### src/rtl/mem_stall_pkg.sv
// Shared types and helpers for the memory stall controller: channel state
// encoding, stall-field width and per-channel mask field extraction.
package mem_stall_pkg;

   typedef enum logic [1:0] {
      ST_IDLE    = 2'd0,
      ST_WAITING = 2'd1,
      ST_DONE    = 2'd2
   } ch_state_t;

   localparam int unsigned MASK_MAX_W = 256;
   localparam int unsigned FIELD_MAX_W = 32;

   function automatic int unsigned field_width(input int unsigned n_stages);
      return n_stages + 1;
   endfunction

   // Returns channel ch's field (PC in bit 0, stages above), zero-extended.
   function automatic logic [FIELD_MAX_W-1:0] mask_field(
      input logic [MASK_MAX_W-1:0] mask,
      input int unsigned           ch,
      input int unsigned           fw
   );
      logic [MASK_MAX_W-1:0] sel;
      sel = (mask >> (ch * fw)) & ((MASK_MAX_W'(1) << fw) - MASK_MAX_W'(1));
      return FIELD_MAX_W'(sel);
   endfunction

endpackage

### src/rtl/mem_wait_channel.sv
// Per-channel wait tracker: IDLE/WAITING/DONE FSM with stall, busy and
// done-state outputs. MEM_STALL_TIMEOUT_EN adds a forced-release counter.
//
// state      | meaning
// ST_IDLE    | no access outstanding
// ST_WAITING | access started, done not yet seen; stalls its masked enables
// ST_DONE    | access completed last edge; masks lower-priority stalls
module mem_wait_channel
   import mem_stall_pkg::*;
#(
   parameter int unsigned TIMEOUT = 255
) (
   input  logic clk_sys,
   input  logic rst_b,
   input  logic start,
   input  logic done,
   output logic stall,
   output logic busy,
   output logic in_done,
   output logic timeout
);

   ch_state_t state_q, state_d;
   logic      tmo_hit;

   if (TIMEOUT < 1) begin : g_cfg_check
      $error("mem_wait_channel: TIMEOUT must be at least 1");
   end

   always_ff @(posedge clk_sys) begin
      if (!rst_b) state_q <= ST_IDLE;
      else        state_q <= state_d;
   end

   always_comb begin
      state_d = state_q;
      stall   = 1'b0;
      case (state_q)
         ST_IDLE, ST_DONE: begin
            if (start && !done) begin
               state_d = ST_WAITING;
               stall   = 1'b1;
            end else if (start && done) begin
               state_d = ST_DONE;
            end else begin
               state_d = ST_IDLE;
            end
         end
         ST_WAITING: begin
            if (done || tmo_hit) state_d = ST_DONE;
            else                 stall   = 1'b1;
         end
         default: state_d = ST_IDLE;
      endcase
   end

`ifdef MEM_STALL_TIMEOUT_EN
   localparam int unsigned CNT_W = $clog2(TIMEOUT + 1);
   logic [CNT_W-1:0] cnt_q;

   // Held at zero outside WAITING so it reads 0 on the first waiting cycle.
   always_ff @(posedge clk_sys) begin
      if (!rst_b)                      cnt_q <= '0;
      else if (state_q != ST_WAITING)  cnt_q <= '0;
      else                             cnt_q <= cnt_q + 1'b1;
   end

   assign tmo_hit = (state_q == ST_WAITING) && !done && (cnt_q == CNT_W'(TIMEOUT));
`else
   assign tmo_hit = 1'b0;
`endif

   assign timeout = tmo_hit;
   assign busy    = (state_q == ST_WAITING);
   assign in_done = (state_q == ST_DONE);

endmodule

### src/rtl/mem_stall_ctrl.sv
// N-channel pipeline stall controller: priority override, stall-mask OR and
// enable gating over per-channel wait trackers (timeout via MEM_STALL_TIMEOUT_EN).
module mem_stall_ctrl
   import mem_stall_pkg::*;
#(
   parameter int unsigned                   N_CH       = 2,
   parameter int unsigned                   N_STAGES   = 4,
   parameter logic [N_CH*(N_STAGES+1)-1:0] STALL_MASK = '1,
   parameter int unsigned                   TIMEOUT    = 255
) (
   input  logic                CLK,
   input  logic                RST_N,
   input  logic [N_CH-1:0]     start_i,
   input  logic [N_CH-1:0]     done_i,
   input  logic                en_pc_i,
   input  logic [N_STAGES-1:0] en_stage_i,
   output logic                en_pc_o,
   output logic [N_STAGES-1:0] en_stage_o,
   output logic [N_CH-1:0]     busy_o,
   output logic [N_CH-1:0]     timeout_o
);

   localparam int unsigned FW = field_width(N_STAGES);

   logic [N_CH-1:0] stall;
   logic [N_CH-1:0] in_done;
   logic [FW-1:0]   ch_mask [N_CH];
   logic [FW-1:0]   stall_vec;
   logic            higher_done;

   for (genvar k = 0; k < N_CH; k++) begin : g_ch
      assign ch_mask[k] = FW'(mask_field(MASK_MAX_W'(STALL_MASK), k, FW));

      mem_wait_channel #(
         .TIMEOUT (TIMEOUT)
      ) u_ch (
         .clk_sys (CLK),
         .rst_b   (RST_N),
         .start   (start_i[k]),
         .done    (done_i[k]),
         .stall   (stall[k]),
         .busy    (busy_o[k]),
         .in_done (in_done[k]),
         .timeout (timeout_o[k])
      );
   end

   // A channel in DONE hides the stall of every lower-priority channel.
   always_comb begin
      stall_vec   = '0;
      higher_done = 1'b0;
      for (int k = 0; k < N_CH; k++) begin
         if (stall[k] && !higher_done) stall_vec = stall_vec | ch_mask[k];
         higher_done = higher_done | in_done[k];
      end
      if (!RST_N) stall_vec = '0;
   end

   assign en_pc_o    = en_pc_i & ~stall_vec[0];
   assign en_stage_o = en_stage_i & ~stall_vec[FW-1:1];

endmodule

### config.mk
export PLATFORM = sky130hd
export DESIGN_NAME = mem_stall_ctrl
export DESIGN_NICKNAME = d
export VERILOG_FILES = /design/src/rtl/mem_stall_pkg.sv /design/src/rtl/mem_wait_channel.sv /design/src/rtl/mem_stall_ctrl.sv
export SDC_FILE = /design/constraint.sdc
export NUM_CORES = 1
export LEC_CHECK = 0
export BUFFER_PORTS_ARGS = -buffer_cell sky130_fd_sc_hd__buf_2
export CAP_MARGIN = 20
export CORE_AREA = 4 4 41 43
export CTS_BUF_LIST = sky130_fd_sc_hd__clkbuf_8
export CTS_CLUSTER_DIAMETER = 50
export DETAILED_ROUTE_END_ITERATION = 8
export DIE_AREA = 0 0 45 47
export GPL_TIMING_DRIVEN = 0
export SKIP_CTS_REPAIR_TIMING = 1
export SYNTH_ARGS = -nofsm -noshare
export SYNTH_HDL_FRONTEND = slang
export SYNTH_SLANG_ARGS = --single-unit
### constraint.sdc
create_clock -name CLK -period 1.3 [get_ports CLK]
set_input_delay 0.13 -clock CLK [delete_from_list [all_inputs] [get_ports CLK]]
set_output_delay 0.13 -clock CLK [all_outputs]
set_load 0.05 [all_outputs]
==> results of run 1 <==
[power breakdown]
group / internal (mW) / total (mW) / switching (mW) / leakage (nW)
sequential: 0.130 / 0.133 / 0.00310 / 0.0333
clock: 0.196 / 0.250 / 0.0535 / 0.0216
combinational: 0.0864 / 0.202 / 0.115 / 0.202
[metal layers]
layer | GRT usage | vias up | part of all wire | wire length [um]
met2 | 0.102 | 18 | 0.49 | 324
met1 | 0.0524 | 114 | 0.32 | 214
met5 | 0 | - | 0 | 0
li1 | - | 136 | - | -
met4 | 0.0526 | 0 | 0 | 0
met3 | 0.0498 | 0 | 0.18 | 121
[final timing paths]
| check | start | end | slack, ps | depth (start not counted) |
|---|---|---|---|---|
| setup / recovery | g_ch[1].u_ch.state_q[0] | en_stage_o[3] | -210 | 4 |
| hold / removal | done_i[1] | g_ch[1].u_ch.state_q[0] | 90 | 2 |
| setup reg to reg | g_ch[0].u_ch.state_q[0] | g_ch[0].u_ch.state_q[0] | 300 | 3 |
| hold reg to reg | g_ch[0].u_ch.state_q[1] | g_ch[0].u_ch.state_q[1] | 560 | 2 |
[area by class of cell]
cell class                 count  area share
timing repair buffer          19       0.282
tap                           15      0.0353
inverter                       2      0.0141
buffer                         4      0.0565
sequential                     4       0.153
multi-input combinational     20       0.381
clock buffer                   3      0.0776
[per-stage QoR]
| stage | hold WS [ps] | worst slack (ps) |
|---|---|---|
| detailed placement | 312 | -97.5 |
| global placement | 307 | -90.9 |
| floorplan | 202 | -93.4 |
| CTS | 91.9 | -319 |
| global route | 92.6 | -251 |
| finish | 91.9 | -206 |
[synth_stat cells]
cell type	n	area share
inv_1	2	0.027
nor2b_1	1	0.022
o2111a_2	1	0.044
a21oi_4	1	0.058
nor3b_2	5	0.22
nor2_1	2	0.027
o21ai_0	1	0.018
nand2_1	1	0.013
or2b_1	2	0.053
conb_1	1	0.013
buf_4	4	0.11
nand2b_1	2	0.044
a21oi_1	1	0.018
dfxtp_1	4	0.28
nor2b_4	1	0.049
[logic make-up after synthesis]
| logic type | count (synthesis) | synth area share |
|---|---|---|
| and+or+nand+nor | 14 | 0.431 |
| other | 1 | 0.0133 |
| buffers and inverters | 6 | 0.133 |
| AOI/OAI and AO/OA | 4 | 0.138 |
| DFF | 4 | 0.284 |
[worst max-delay path, stage by stage (launching register included)]
cell,delay [ps]
dfxtp_2,300
nor2b_4,120
o2111a_2,340
nor3b_4,210
buf_6,180
[layout by cell type, fill, tap and decap left out, drive strengths merged]
cell type and count:
conb 2, o2111a 1, nand2b 2, dfxtp 4
or2b 2, buf 23, nor2 2, inv 2
clkbuf 3, nand2 1, nor3b 5, nor2b 2
o21ai 1, a21oi 2
==> summary.txt, run 1 <==
Clocking
  – CTS tree: built
  – CTS sink count: 4
  – Clock slew at reported path FFs: 30 ps
  – CTS Buf Count: 3
  – Root Driver: clkbuf_8
  – Bufs on Longest Clock Path: 2
  – H-tree Lvls: 1
  – Worst-skew pair later-pin latency: 210 ps

Worst setup path
  – Crit end category: primary output
  – Worst Path Required: 1170 ps
  – Critical Path AT: 1380 ps
  – CP Launch Type: register
  – Critical path fanouts, max: 5
  – Critical setup path kind: register to primary output

Layout
  – Nets: 65
  – Final core utilization: 0.409
  – Fin area: 532 um^2
  – Biggest regs: g_ch.u_ch.state_q x4
  – Max reg flops: 4
  – Fraction of layout cells with a size suffix above 1: 0.692
  – Area Overhead vs Synth: 88.9%
  – FILL cells: 145
  – Largest reg by FF count: g_ch.u_ch.state_q
  – Multi-input gate area: 203 um^2
  – Non-Filler Instances: 67
  – Antenna diode count: 0
  – Sequential cell area: 81.3 um^2

Timing
  – Setup TNS: -986 ps
  – Fmax: 0.664 GHz
  – Tcrit/Tclk final: 1.16
  – RSZ-0062 raised after global routing: true
  – Clock skew: 0.0314 ps
  – Crit path time final: around 1500 ps
  – Pins Over Slew Limit: 0
  – Final hold violation count: 0
  – Final worst setup slack: -206 ps
  – Finish-stage setup viols: 5

Detailed routing
  – Initial DRC Count: 2
  – WL final: 661 um
  – Antenna viol nets, final: 0
  – DR DRC count: 0
  – DR WL/cell: 9.87 um
  – Router iterations before antenna repair: 4
  – Drt via density: 4.00
  – Detailed-route via count: 268

Synth
  – Post-synthesis sequential area ratio: 0.284
  – YS warnings: 0
  – Syn_area_per_cell: between 9 and 10 um^2
  – Syn Std Cell Area: about 280 um^2
  – Register bit total from synthesis: 4
  – Distinct cells, synth: 15
  – Mapped Cells: 29

Floorplan
  – Starting Density: 0.216
  – Die footprint: roughly 0.0021 mm^2
  – Num ports: 20
  – Core Footprint: 0.00130 mm^2
  – Die H: 47 um
  – Die width: 45 um
  – Row count: 13

Placement
  – Placed Instances: 62
  – Placed Area: 420 um^2
  – Port bufs: 17
  – HPWL Detailed: 510 um
  – Routability cong.: 0.724

Power
  – Leakage: 0.257 nW
  – Tot Pwr: 0.585 mW
  – PwrDens: ~1100 mW/mm^2
  – VDD IR max: 0.417 mV

Global route
  – Gr ovfl total: 0
  – First-pass GRT wire length: 917 um
  – Vias in the first global route: 232
  – Initial antenna violation count: 0
  – Tot GR Track Use: 0.0640
  – Largest net degree at the start of global routing: 7

Outcome
  – Status: finished, violations left
  – Violations in the final reports: negative setup slack

Worst hold path
  – Hold Path Class: input pin to register

Flow run
  – Maximum capacitance violations: 0
No activity file was read; power rests on OpenSTA's default activity.
==> run 2, diff against run 1 <==
--- a/config.mk
+++ b/config.mk
@@ -10,9 +10,11 @@
 export CORE_AREA = 4 4 41 43
 export CTS_BUF_LIST = sky130_fd_sc_hd__clkbuf_8
 export CTS_CLUSTER_DIAMETER = 50
+export CTS_CLUSTER_SIZE = 8
 export DETAILED_ROUTE_END_ITERATION = 8
 export DIE_AREA = 0 0 45 47
 export GPL_TIMING_DRIVEN = 0
+export RECOVER_POWER = 50
 export SKIP_CTS_REPAIR_TIMING = 1
 export SYNTH_ARGS = -nofsm -noshare
 export SYNTH_HDL_FRONTEND = slang
==> run 2 against run 1 <==
Via count decreased by 0.75%. Die area stayed put. Sequential share of layout area rose by 0.11 points. Critical path type unchanged. Routed wire length rose by 0.45%. Clock power barely moved. Critical path depth unchanged. Design area down 0.71%. Highest routed layer unchanged. The run still ends with negative setup slack left.
==> summary.txt, run 2 (same netlist as run 1, synthesis figures left out) <==
Layout
  – Nets: 65 (unchanged)
  – Commonest non-fill, non-tap cell in the layout: buf_2
  – Max reg flops: 4 (unchanged)
  – Fraction of layout cells with a size suffix above 1: 0.673 (-0.0192)
  – Antenna diode count: 0 (unchanged)
  – Non-Filler Instances: 67 (unchanged)
  – Largest reg by FF count: g_ch.u_ch.state_q
  – Area Overhead vs Synth: 87.6%
  – Most frequent cells in the layout: buf_2 (11), buf_6 (6), nor3b_4 (5), buf_4 (5)
  – Biggest regs: g_ch.u_ch.state_q x4

Global route
  – Vias in the first global route: 232 (unchanged)
  – Largest net degree at the start of global routing: 7 (unchanged)
  – First-pass GRT wire length: 917 um (unchanged)
  – Initial antenna violation count: 0 (unchanged)
  – Gr ovfl total: 0 (unchanged)
  – Tot GR Track Use: 0.0640 (unchanged)

Worst hold path
  – Hold Path Class: input pin to register
  – Worst Hold Endpoint: g_ch[1].u_ch.state_q[0]
  – Hold path depth: 2 (unchanged)
  – Worst Hold Launch: done_i[1]

Worst setup path
  – Worst path cell trace: nor2b_4, o2111a_2, nor3b_4, buf_6
  – Critical path fanouts, max: 5 (unchanged)
  – Critical path's slowest cell: o2111a_2
  – Critical setup path kind: register to primary output
  – Worst r2r src: g_ch[0].u_ch.state_q[0]
  – FF-to-FF End: g_ch[0].u_ch.state_q[0]
  – Critical path buffer and inverter count: 1 (unchanged)
  – Gate family responsible for the most delay along the worst path: compound AO/OA/AOI/OAI gates
  – CP Launch Type: register
  – R2R depth: 3 (unchanged)
  – Critical Path AT: 1380 ps (about the same)
  – Biggest cell delay along the critical path: 340 ps (about the same)
  – Crit end category: primary output
  – Reg2reg setup slack: 290 ps (about the same)
  – Worst Path Required: 1170 ps (about the same)

Detailed routing
  – Antenna viol nets, final: 0 (unchanged)
  – WL final: 664 um (+0.45%)
  – Router iterations before antenna repair: 4 (unchanged)
  – DR WL/cell: 9.91 um (+0.45%)
  – Detailed-route via count: 266 (-0.75%)
  – Initial DRC Count: 3 (+1)
  – Drt via density: 3.97 (-0.75%)
  – DR DRC count: 0 (unchanged)

Floorplan
  – Die width: 45 um (unchanged)
  – Starting Density: 0.216 (unchanged)
  – Die H: 47 um (unchanged)
  – Row count: 13 (unchanged)
  – Num ports: 20 (unchanged)
  – Core Footprint: 0.00130 mm^2 (unchanged)
  – Die footprint: 0.00212 mm^2 (unchanged)

Power
  – Tot Pwr: 0.583 mW (-0.25%)
  – Logic pwr share: 0.343 (-0.002)
  – VDD IR max: 0.416 mV (-0.11%)
  – NetSw: 0.172 mW (about the same)
  – Leakage: 0.254 nW (-0.93%)
  – Power Internal: 0.412 mW (-0.33%)
  – Clock share of power: 0.428 (about the same)
  – Sw frac: 0.294 (+0.000614)
  – Seq pwr share: 0.228 (about the same)
  – PwrDens: 1100 mW/mm^2 (+0.46%)

Timing
  – Clock skew: 0.0314 ps (unchanged)
  – Fmax: 0.664 GHz (unchanged)
  – Tcrit/Tclk final: 1.16 (unchanged)
  – Pins Over Slew Limit: 0 (unchanged)
  – Final worst setup slack: -206 ps (unchanged)
  – RSZ-0062 raised after global routing: true
  – Final hold violation count: 0 (unchanged)
  – Crit path time final: 1510 ps (unchanged)
  – Finish-stage setup viols: 5 (unchanged)

Placement
  – Routability cong.: 0.724 (unchanged)
  – Placed Instances: 62 (unchanged)
  – Port bufs: 17 (unchanged)
  – HPWL Detailed: 510 um (unchanged)

Clocking
  – CTS sink count: 4 (unchanged)
  – Root Driver: clkbuf_8
  – Worst-skew pair later-pin latency: 210 ps (about the same)
  – Clock slew at reported path FFs: 30 ps (about the same)
  – CTS tree: built
  – H-tree Lvls: 1 (unchanged)
  – Bufs on Longest Clock Path: 2 (unchanged)
  – CTS Buf Count: 3 (unchanged)

Outcome
  – Violations in the final reports: negative setup slack
  – Status: finished, violations left

Flow run
  – Maximum capacitance violations: 0 (unchanged)
run 2: cell count changes in the layout (fill, tap and decap cells not counted):
cell | previous run | this run
or2b_1 | 1 | 2
or2b_4 | 1 | 0
run 2: power groups by stage:
stage                     Combinational, mW  Sequential (mW)  Clock, mW
after floorplan                       0.135            0.134          0
after global placement                0.168            0.134          0
after detailed placement              0.170            0.135          0
after CTS                             0.170            0.133      0.256
after global routing                  0.211            0.134      0.268
final                                 0.200            0.133      0.250
run 2: cell type report:
class                      instances  area [um^2]
buffer                             4         30.0
inverter                           2         7.51
multi-input combinational         20          199
fill                             145          773
timing repair buffer              19          150
clock buffer                       3         41.3
sequential                         4         81.3
tap                               15         18.8
run 2: per-stage QoR:
stage                     setup TNS (ps)  area (um^2)  hold WS [ps]  utilization  setup slack (ps)
final                               -988          528          91.9        0.406              -206
after global routing               -1300          528          92.6        0.406              -257
after CTS                          -1640          462          91.9        0.355              -319
after detailed placement            -476          420           312        0.323             -97.5
after global placement              -450          420           307        0.323             -90.9
after floorplan                     -467          317           202            -             -93.4
run 2: how the worst max path moves through the flow:
stage	start	end	cells after the start	slack, ps
2_1_floorplan	g_ch[1].u_ch.state_q[0]	en_pc_o	3	-90
3_3_place_gp	g_ch[0].u_ch.state_q[0]	en_stage_o[2]	4	-90
3_5_place_dp	g_ch[0].u_ch.state_q[0]	en_stage_o[1]	4	-100
4_1_cts	g_ch[0].u_ch.state_q[0]	en_stage_o[1]	4	-320
5_1_grt	g_ch[0].u_ch.state_q[0]	en_pc_o	5	-260
6_report	g_ch[1].u_ch.state_q[0]	en_stage_o[3]	4	-210
run 2: metal layers:
layer,track usage,part of all wire
met1,0.0524,0.33
met2,0.102,0.49
met3,0.0498,0.18
met4,0.0526,0
met5,0,0
run 2: worst reg2reg max path: cells and delay by family (launching register included):
| family | cells | cell delay [ps] |
|---|---|---|
| buffers and inverters | 1 | 150 |
| AND/OR/NAND/NOR | 1 | 290 |
| AO/OA/AOI/OAI | 1 | 200 |
| flip-flops | 1 | 310 |
==> run 3, diff against run 2 <==
--- a/config.mk
+++ b/config.mk
@@ -18,4 +18,5 @@
 export SKIP_CTS_REPAIR_TIMING = 1
 export SYNTH_ARGS = -nofsm -noshare
 export SYNTH_HDL_FRONTEND = slang
+export SYNTH_HIERARCHICAL = 1
 export SYNTH_SLANG_ARGS = --single-unit
==> run 3 against run 2 <==
The run still ends with negative setup slack left. Via count grew 3.4%. Clock power barely moved. Non-clock buffer count decreased by 4. Design area decreased by 13%. Area after synthesis down 9.8%. Global-route usage stayed put. Sequential share of layout area rose by 2.4 points.
==> summary.txt, run 3 <==
Global route
  – Initial antenna violation count: 0 (unchanged)
  – Tot GR Track Use: 0.0640 (unchanged)
  – Gr ovfl total: 0 (unchanged)
  – Vias in the first global route: 263 (+13%)
  – First-pass GRT wire length: 931 um (+1.5%)
  – Largest net degree at the start of global routing: 7 (unchanged)

Layout
  – Biggest regs: g_ch.u_ch/state_q x4
  – Fraction of layout cells with a size suffix above 1: 0.615 (-0.0577)
  – Most frequent cells in the layout: buf_2 (12), a21oi_1 (5), buf_6 (5)
  – Commonest non-fill, non-tap cell in the layout: buf_2
  – Fin area: 458 um^2 (-13%)
  – Final core utilization: 0.352 (-0.0538)
  – Nets: 65 (unchanged)
  – Largest reg by FF count: g_ch.u_ch/state_q
  – FILL cells: 154 (+6.2%)
  – Antenna diode count: 0 (unchanged)
  – Area Overhead vs Synth: 80.3%
  – Max reg flops: 4 (unchanged)

Worst setup path
  – Worst path cell trace: nand2b_2, a21oi_1, nand2_2, and3_1, buf_6
  – CP Launch Type: register
  – Gate family responsible for the most delay along the worst path: simple AND/OR/NAND/NOR gates
  – Critical path buffer and inverter count: 1 (unchanged)
  – Critical path's slowest cell: dfxtp_1
  – Worst Path Required: 1170 ps (about the same)
  – Biggest cell delay along the critical path: 290 ps (-50 ps)
  – Worst path depth: 5 (+1)
  – Critical Path AT: 1320 ps (-60 ps)
  – Crit end category: primary output
  – Critical setup path kind: register to primary output
  – Critical path fanouts, max: 5 (unchanged)
  – R2R depth: 2 (-1)

Timing
  – Tcrit/Tclk final: 1.11 (-0.0453)
  – Clock skew: 0.0304 ps (-0.000944 ps)
  – Final hold violation count: 0 (unchanged)
  – Crit path time final: 1450 ps (-58.9 ps)
  – Setup TNS: -653 ps (+334 ps)
  – Fmax: 0.691 GHz (+4.1%)
  – Finish-stage setup viols: 5 (unchanged)
  – RSZ-0062 raised after global routing: true
  – Worst hold slack: 159 ps (+66.8 ps)
  – Final worst setup slack: -147 ps (+58.9 ps)
  – Pins Over Slew Limit: 0 (unchanged)

Power
  – Leakage: 0.234 nW (-7.8%)
  – VDD IR max: 0.390 mV (-6.3%)
  – PwrDens: 1230 mW/mm^2 (+11%)

Detailed routing
  – Detailed-route via count: 275 (+3.4%)
  – Drt via density: 4.10 (+3.4%)
  – WL final: 601 um (-9.5%)
  – Antenna viol nets, final: 0 (unchanged)
  – Initial DRC Count: 0 (-3)
  – Router iterations before antenna repair: 1 (-3)
  – DR WL/cell: 8.97 um (-9.5%)
  – DR DRC count: 0 (unchanged)

Clocking
  – Bufs on Longest Clock Path: 2 (unchanged)
  – CTS Buf Count: 3 (unchanged)
  – H-tree Lvls: 1 (unchanged)
  – Clock slew at reported path FFs: 30 ps (about the same)
  – Root Driver: clkbuf_8
  – CTS tree: built
  – CTS sink count: 4 (unchanged)
  – Worst-skew pair later-pin latency: 210 ps (about the same)

Synth
  – Syn Std Cell Area: 254 um^2 (-9.8%)
  – YS warnings: 6 (+6)
  – Syn_area_per_cell: 7.94 um^2 (-18%)
  – Syn_nets: 43
  – Mapped Cells: 32 (+10%)

Floorplan
  – Die H: 47 um (unchanged)
  – Starting Density: 0.195 (-0.0212)
  – Core Footprint: 0.00130 mm^2 (unchanged)
  – Die width: 45 um (unchanged)
  – Num ports: 20 (unchanged)
  – Row count: 13 (unchanged)
  – Die footprint: 0.00212 mm^2 (unchanged)

Worst hold path
  – Hold path depth: 3 (+1)
  – Hold Path Class: input pin to register

Placement
  – Pre-CTS WS: 18.7 ps (+116 ps)
  – Port bufs: 17 (unchanged)
  – Placed Area: 358 um^2 (-15%)
  – Routability cong.: 0.559 (-23%)

Flow run
  – Maximum capacitance violations: 0 (unchanged)

Outcome
  – Status: finished, violations left
  – Violations in the final reports: negative setup slack
[run 3: power breakdown]
group	internal (mW)	leakage, nW	total (mW)	switching [mW]
clock network	0.197	0.0216	0.252	0.0553
registers	0.130	0.0333	0.134	0.00354
logic	0.0718	0.179	0.178	0.106
total	0.399	0.234	0.564	0.165
[run 3: path summary, 6_finish.rpt]
check | startpoint | endpoint | slack [ps]
min reg2reg | g_ch[1].u_ch/state_q[0] | g_ch[1].u_ch/state_q[0] | 500
max | g_ch[0].u_ch/state_q[1] | en_stage_o[0] | -150
max reg2reg | g_ch[0].u_ch/state_q[1] | g_ch[0].u_ch/state_q[0] | 610
min | done_i[0] | g_ch[0].u_ch/state_q[1] | 160
[run 3: through the flow]
stage,total power [mW],std cells
2_1_floorplan,0.245,32
3_3_place_gp,0.281,64
3_5_place_dp,0.283,64
4_1_cts,0.539,67
5_1_grt,0.594,67
6_report,0.564,67
[run 3: cell type report]
type | count | area, um^2 | area share
Buffer | 2 | 15.0 | 0.0328
Sequential cell | 4 | 81.3 | 0.178
Inverter | 2 | 7.51 | 0.0164
Multi-Input combinational cell | 24 | 178 | 0.388
Clock buffer | 3 | 41.3 | 0.0902
Tap cell | 15 | 18.8 | 0.0410
Timing Repair Buffer | 17 | 116 | 0.254
[run 3: routing by layer]
layer	wire [um]	share of wire	global-route usage
met4	0	0	0.0526
met3	100	0.17	0.0421
met1	172	0.29	0.0547
met2	328	0.55	0.105
met5	0	0	0
[run 3: worst register-to-register path: stages (launching register included)]
cell and delay [ps]:
dfxtp_1 290, nand2b_2 200, a21oi_1 130
